===== config.mk =====
export PLATFORM = sky130hd
export DESIGN_NAME = tmr_alu_sequencer
export DESIGN_NICKNAME = d
export VERILOG_FILES = /design/src/rtl/tmr_alu_sequencer.sv
export SDC_FILE = /design/constraint.sdc
export NUM_CORES = 1
export LEC_CHECK = 0
export ABC_AREA = 0
export CORE_UTILIZATION = 47
export CTS_CLUSTER_SIZE = 24
export DETAILED_ROUTE_END_ITERATION = 12
export PLACE_DENSITY = 0.82
export SLEW_MARGIN = 20
export SYNTH_ARGS = -nofsm -noshare
export SYNTH_HDL_FRONTEND = slang
export SYNTH_SLANG_ARGS = --single-unit

===== constraint.sdc =====
create_clock -name CLK -period 3.7 [get_ports CLK]
set_input_delay 0.37 -clock CLK [delete_from_list [all_inputs] [get_ports CLK]]
set_output_delay 0.37 -clock CLK [all_outputs]
set_load 0.02 [all_outputs]

===== src/rtl/tmr_alu_sequencer.sv =====
// tmr_alu_sequencer: serializes one ALU request as a frame onto the loader,
// waits for the replicas to settle, votes/classifies the triple results,
// retries uncorrectable compares and returns the outcome over valid/ready.
module tmr_alu_sequencer #(
  parameter int FRAME_W   = 35,
  parameter int SETTLE    = 2,
  parameter int MAX_RETRY = 2,
  parameter int CNT_W     = 8
) (
  input  logic             CLK,
  input  logic             RST,
  input  logic             req_valid,
  output logic             req_ready,
  input  logic [2:0]       req_op,
  input  logic [15:0]      req_a,
  input  logic [15:0]      req_b,
  output logic             ser_data,
  output logic             ser_ready,
  input  logic [15:0]      alu1_res,
  input  logic [15:0]      alu2_res,
  input  logic [15:0]      alu3_res,
  input  logic [14:0]      alu1_mul,
  input  logic [14:0]      alu2_mul,
  input  logic [14:0]      alu3_mul,
  input  logic [15:0]      voted_res,
  input  logic [14:0]      voted_mul,
  output logic             res_valid,
  input  logic             res_ready,
  output logic [15:0]      res_out,
  output logic [14:0]      res_mul,
  output logic [1:0]       res_fault,
  output logic [2:0]       res_bad_lane,
  output logic [CNT_W-1:0] fault_cnt,
  input  logic             clr_cnt
);

  // One counter walks both the frame bit index and the settle wait.
  localparam int CYC_W = $clog2(FRAME_W + SETTLE + 1);
  localparam int RT_W  = (MAX_RETRY < 1) ? 1 : $clog2(MAX_RETRY + 1);

  localparam logic [2:0] S_IDLE   = 3'd0;
  localparam logic [2:0] S_SHIFT  = 3'd1;
  localparam logic [2:0] S_SETTLE = 3'd2;
  localparam logic [2:0] S_CHECK  = 3'd3;
  localparam logic [2:0] S_RESP   = 3'd4;

  logic [2:0]         r_state;
  logic [FRAME_W-1:0] r_frame;
  logic [CYC_W-1:0]   r_cyc;
  logic [RT_W-1:0]    r_retry;
  logic [30:0]        r_res;
  logic [1:0]         r_fault;
  logic [2:0]         r_bad;
  logic [CNT_W-1:0]   r_cnt;

  logic [30:0] w_w1, w_w2, w_w3, w_wv, w_out;
  logic        w_e12, w_e13, w_e23;
  logic [1:0]  w_fault;
  logic [2:0]  w_bad;
  logic        w_retry;
  logic        w_done;

  assign w_w1 = {alu1_mul, alu1_res};
  assign w_w2 = {alu2_mul, alu2_res};
  assign w_w3 = {alu3_mul, alu3_res};
  assign w_wv = {voted_mul, voted_res};

  assign w_e12 = (w_w1 == w_w2);
  assign w_e13 = (w_w1 == w_w3);
  assign w_e23 = (w_w2 == w_w3);

  // Classify the sampled lane words; only meaningful during CHECK.
  always_comb begin
    w_out   = w_wv;
    w_fault = 2'b00;
    w_bad   = 3'b000;
    w_retry = 1'b0;
    if (w_e12 && w_e13) begin
      w_out   = w_w1;
      w_fault = (w_wv == w_w1) ? 2'b00 : 2'b11;
    end else if (w_e12 || w_e13 || w_e23) begin
      // Majority word and the one-hot position of the odd lane.
      if (w_e12) begin
        w_out = w_w1;
        w_bad = 3'b100;
      end else if (w_e13) begin
        w_out = w_w1;
        w_bad = 3'b010;
      end else begin
        w_out = w_w2;
        w_bad = 3'b001;
      end
      if (w_wv == w_out) begin
        w_fault = 2'b01;
      end else begin
        w_fault = 2'b11;
        w_bad   = 3'b000;
      end
    end else if (r_retry < RT_W'(MAX_RETRY)) begin
      w_retry = 1'b1;
    end else begin
      w_out   = w_wv;
      w_fault = 2'b10;
      w_bad   = 3'b111;
    end
  end

  // Entering RESP from CHECK with a final verdict.
  assign w_done = (r_state == S_CHECK) && !w_retry;

  assign req_ready    = (r_state == S_IDLE);
  assign res_valid    = (r_state == S_RESP);
  assign ser_ready    = (r_state == S_SHIFT);
  assign ser_data     = (r_state == S_SHIFT) ? r_frame[r_cyc] : 1'b0;
  assign res_out      = r_res[15:0];
  assign res_mul      = r_res[30:16];
  assign res_fault    = r_fault;
  assign res_bad_lane = r_bad;
  assign fault_cnt    = r_cnt;

  // Sequencer FSM: latch, shift, settle, check/retry, hold response.
  always_ff @(posedge CLK or negedge RST) begin
    if (!RST) begin
      r_state <= S_IDLE;
      r_frame <= '0;
      r_cyc   <= '0;
      r_retry <= '0;
      r_res   <= '0;
      r_fault <= 2'b00;
      r_bad   <= 3'b000;
    end else begin
      case (r_state)
        S_IDLE: begin
          if (req_valid) begin
            r_frame <= {req_op, req_b, req_a};
            r_retry <= '0;
            r_cyc   <= '0;
            r_state <= S_SHIFT;
          end
        end
        S_SHIFT: begin
          if (r_cyc == CYC_W'(FRAME_W - 1)) begin
            r_cyc   <= '0;
            r_state <= S_SETTLE;
          end else begin
            r_cyc <= r_cyc + 1'b1;
          end
        end
        S_SETTLE: begin
          if (r_cyc == CYC_W'(SETTLE - 1)) begin
            r_cyc   <= '0;
            r_state <= S_CHECK;
          end else begin
            r_cyc <= r_cyc + 1'b1;
          end
        end
        S_CHECK: begin
          if (w_retry) begin
            r_retry <= r_retry + 1'b1;
            r_state <= S_SHIFT;
          end else begin
            r_res   <= w_out;
            r_fault <= w_fault;
            r_bad   <= w_bad;
            r_state <= S_RESP;
          end
        end
        S_RESP: begin
          if (res_ready) r_state <= S_IDLE;
        end
        default: r_state <= S_IDLE;
      endcase
    end
  end

  // Saturating count of non-clean results; clear wins over an increment.
  always_ff @(posedge CLK or negedge RST) begin
    if (!RST) begin
      r_cnt <= '0;
    end else if (clr_cnt) begin
      r_cnt <= '0;
    end else if (w_done && (w_fault != 2'b00) && (r_cnt != {CNT_W{1'b1}})) begin
      r_cnt <= r_cnt + 1'b1;
    end
  end

endmodule

# After elaboration in Yosys (flattened, before gate mapping)

Cells that the tools add are included.

Add/sub/neg operators: 3
Multipliers: 0
Divide/modulo/power cells: 0
$lt $le $gt $ge: 2
Eq/ne operators: 17
Shifts and indexed selects: 0
Muxes and demuxes: 38
Bitwise logic cells: 1
Reduce and logical (&&, ||, !) cells: 17

Operators with widths:

| cell                | number |
|---|---|
| $mux 31             | 6 |
| $eq 31x31->1        | 5 |
| $mux 3              | 10 |
| $mux 6              | 3 |
| $pmux 6 s3          | 1 |
| $mux 2              | 8 |
| $mux 8              | 2 |
| $pmux 3 s5          | 1 |
| $add 8x1->8 const B | 1 |
| $ne 8x8->1 const B  | 1 |
| $lt 6x7->1 const B  | 1 |
| $add 6x1->6 const B | 1 |
| $bmux 1 s6          | 1 |
| $eq 3x2->1 const B  | 2 |
| $eq 6x1->1 const B  | 1 |
| $eq 6x6->1 const B  | 1 |
| $ne 2x2->1 const B  | 3 |
| $reduce_and 2->1    | 3 |
| $reduce_bool 2->1   | 3 |
| $mux 1              | 5 |
| $logic_and 1x1->1   | 4 |
| $ne 2x1->1 const B  | 2 |
| $pmux 2 s2          | 1 |
| $reduce_and 4->1    | 1 |
| other kinds (10)    | 11 |

Flip-flop bits (word level): 90
Bits in latches: 0
RAM bits: 0
Bits in read-only memories: 0
Output and inout bits: 48
Logic and storage cells: 86
Memories: 0

# Depth between registers and ports, before layout

Gate-level depths: netlist (run 1).

Word-level depth: 14
Mapped depth: 11
Mapped depth without buffers: 8

# Least setup slack after synthesis (run 1)

OpenSTA, ideal clock, no wires.

Path kind: reg-to-output
Start: register r_cyc[0]
End: output port ser_data
Arrival: 2.421 ns
Data required time: 3.330 ns
Setup slack: 0.909 ns
Stages on the path, launching flop included: 9
Cell sequence: dfrtp_1 -> clkbuf_1 -> buf_1 -> mux4_2 -> mux4_2 -> mux2i_1 -> nor2_1 -> a31oi_1 -> nor2_1

Cells in the longest elaborated chain, start to end: 3

RTL lines:

| what                         | line | RTL |
|---|---|---|
| from (decl)                  | 49   | `logic [CYC_W-1:0] r_cyc;` |
| from (signal assigned)       | 146  | `r_cyc <= r_cyc + 1'b1;` |
| from (signal assigned)       | 154  | `r_cyc <= r_cyc + 1'b1;` |
| $bmux 1 s6                   | 114  | `assign ser_data = (r_state == S_SHIFT) ? r_frame[r_cyc] : 1'b0;` |
| $mux 1 (implied by the code) | 114  |  |
| $mux 1                       | 114  |  |
| to (decl)                    | 17   | `output logic ser_data,` |

Every way passes these cells. The select of a mux whose other input is x is not followed.

# Worst setup path after layout (run 1)

Start: register r_cyc[1]
End: output port ser_data

Same word-level chain as after synthesis.

==> results of run 1 <==
## sequential cells by signal, summed over array words and instances, names as in the netlist
register,flops
r_frame,35
r_retry,2
fault_cnt,8
r_cyc,6
r_state,3
r_res,31
res_bad_lane,3
res_fault,2
## final cells by class
cell class | count | area, um^2
clock buffer | 10 | 229
clock inverter | 6 | 73.8
fill | 1075 | 4210
inverter | 19 | 71.3
multi-input combinational | 531 | 3940
sequential | 90 | 2250
tap | 176 | 220
timing repair buffer | 229 | 2250
## cell families after synthesis
group	count (synthesis)	synth area share [%]
xor gates and xnor gates	143	19.7
muxes	83	15.7
and+or+nand+nor	183	14.5
adders and majority gates	4	0.786
buffers and inverters	50	3.07
AOI/OAI and AO/OA	118	10.8
DFF	90	35.4
## per-stage QoR
step,worst slack [ns],instances
2_1_floorplan,0.909,671
5_1_grt,0.216,1061
3_3_place_gp,0.322,1044
6_report,0.393,1061
4_1_cts,0.391,1061
3_5_place_dp,0.318,1044
## synthesized netlist by cell type (2+ instances only)
library cell  number
and3_1             2
nor4_1            28
nand2_1           78
nor3_1             3
o31ai_1            6
a21oi_1            8
nand4_1           18
ha_1               4
clkbuf_1          25
dfrtp_1           90
xnor2_1           35
mux4_2            10
a31oi_1            3
buf_1              5
nand3_1            9
nor2_1            18
inv_1             19
xor2_1           108
or3_1              2
a211oi_1           2
nor2b_1            7
mux2i_1           36
or4_1              5
o211ai_1           6
mux2_2            37
nand2b_1           3
o22ai_1            5
o21ai_0           76
nand3b_1           3
## worst paths after layout
kind,startpoint,end,slack (ns),depth (start not counted)
worst max-delay path,r_cyc[1]$_DFFE_PN0P_,ser_data,0.39,7
worst min-delay path,r_res[26]$_DFFE_PN0P_,r_res[26]$_DFFE_PN0P_,0.48,2
worst min register to register,r_res[26]$_DFFE_PN0P_,r_res[26]$_DFFE_PN0P_,0.48,2
min in group asynchronous,RST,r_frame[1]$_DFFE_PN0P_,0.49,2
max in group asynchronous,RST,r_res[25]$_DFFE_PN0P_,2.40,3
worst max register to register,r_state[1]$_DFFE_PN0P_,fault_cnt[7]$_DFFE_PN0P_,1.36,6
## power by group through the flow
stage                     combinational (mW)  sequential, mW  clock, mW
final                                   1.30            1.39      0.949
after global routing                    1.41            1.41       1.00
after CTS                               1.30            1.38      0.968
after detailed placement                1.29            1.39          0
after global placement                  1.27            1.38          0
after floorplan                        0.802            1.34          0
## metal layers
metal,part of all wire [%],up-vias,global-route usage [%]
met3,7.3,56,5.89
met1,42,2859,41.3
met2,47,276,49.9
met5,0,-,0
li1,-,2804,-
met4,3.6,0,13.2
## what timing repair did
item | in CTS | in global routing
endpoints found under the hold margin | 29 | 0
setup endpoints to repair | 0 | 0
hold buffers | 1 | 0
## worst max-delay path: stages, from the launching register on
cell and delay (ns):
dfrtp_1 0.74, mux4_2 0.43, mux4_2 0.46, mux2i_1 0.16
nor2_1 0.06, a31oi_1 0.14, nor2_1 0.06, clkdlybuf4s50_1 0.53
==> metrics, run 1 <==
status completed; crit share post-route 89.4%; Final Slew Violations 0; initial drt markers 525; Area Overhead vs Synth 41.8%; post_cts resized 0; die area 0.0140 mm^2; grt ovf 0; placed cell area 0.00872 mm^2; final setup violation count 0; root buffer cell clkbuf_16; hpwl dp 16.8 mm; Finished Cell Area 0.00903 mm^2; Fmax 302 MHz; max capacitance violation total 0; cell-internal power 2.50 mW; Mapped Nets 839; first-pass iteration count of the detailed router 5; total routed wirelength 21.1 mm; VDD IR max 201 uV; crit path launch type flip-flop; Core ar. 0.0132 mm^2; worst-path fanout max 14; routed wire length per instance 19.9 um; Setup Buffers After CTS 0; Yosys reg bits 90; CTS Buf Count 9; first-pass GRT wire length 32.8 mm; Hold Crit Class reg -> reg; Std-Cell Rows 42; share of the synthesized area in the top cell type 35.4%; ys async rst share 100%; vias in the first global route 5,884; Syn Inst Count 671; Die Y 118 um; io pins 212; clock sinks 90; Crit path arrival time 2.94 ns; sequential share of power 38.1%; Worst Path Required 3.33 ns; Vias/cell 5.65; switch share 31.4%; Leak 3.90 nW; commonest non-fill, non-tap cell in the layout clkdlybuf4s50_1; Post-Syn Area 0.00637 mm^2; port bufs 211; antenna viol nets, final 0; die span in x 118 um; CTS max path bufs 2; Nets 1,048; drc violations 0; Worst Tran Pin Value 0.704 ns; Tmin final 3.31 ns; syn_area_per_cell 9.49 um^2; unrepaired setup endpoints after global routing no; Layout Skew 0.00691 ns; Seq/Total Area, Yosys 35.4%; H-tree depth 3; Power Total 3.64 mW; most frequent cells in the layout clkdlybuf4s50_1, xor2_1, dfrtp_1, nand2_1, o21ai_0; Synth Flop Type dfrtp_1; Comb power frac 35.8%; antenna violations before repair 0; routed via count 5,995; Yosys Warn Count 0; dominant cell type by area after synthesis dfrtp_1; pwr/cell area 403 mW/mm^2; worst hold margin 0.476 ns; WS Path Type reg -> out; setup TNS 0 ns; sw power 1.14 mW; post-synth cell types 49; diodes inserted 0; Clock Latency Late Sink 0.36 ns; clock slew at reported path FFs 0.07 ns; pin count of the biggest net entering global routing 39; utilization after layout 68.2%; Post-synth EDFFs 0; Slew headroom 52.6%; Global Route Usage Sum 31.2%; leading post-synthesis cells by cell area dfrtp_1, xor2_1, mux2_2; CTS tree done; layout cell share with drive strength beyond 1 9.72%; clock group share of total power 26.1%; Initial Utilization 48.1%; CP Capture Type primary output; Final Wtd Congestion 1.01; final hold vios 0
Power figures use the tool's default switching activity.
==> run 2, diff against run 1 <==
CTS_CLUSTER_SIZE = 25   (was 24)
==> results of run 2 <==
No change in the layout: final DEF, timing and power equal those of run 1.
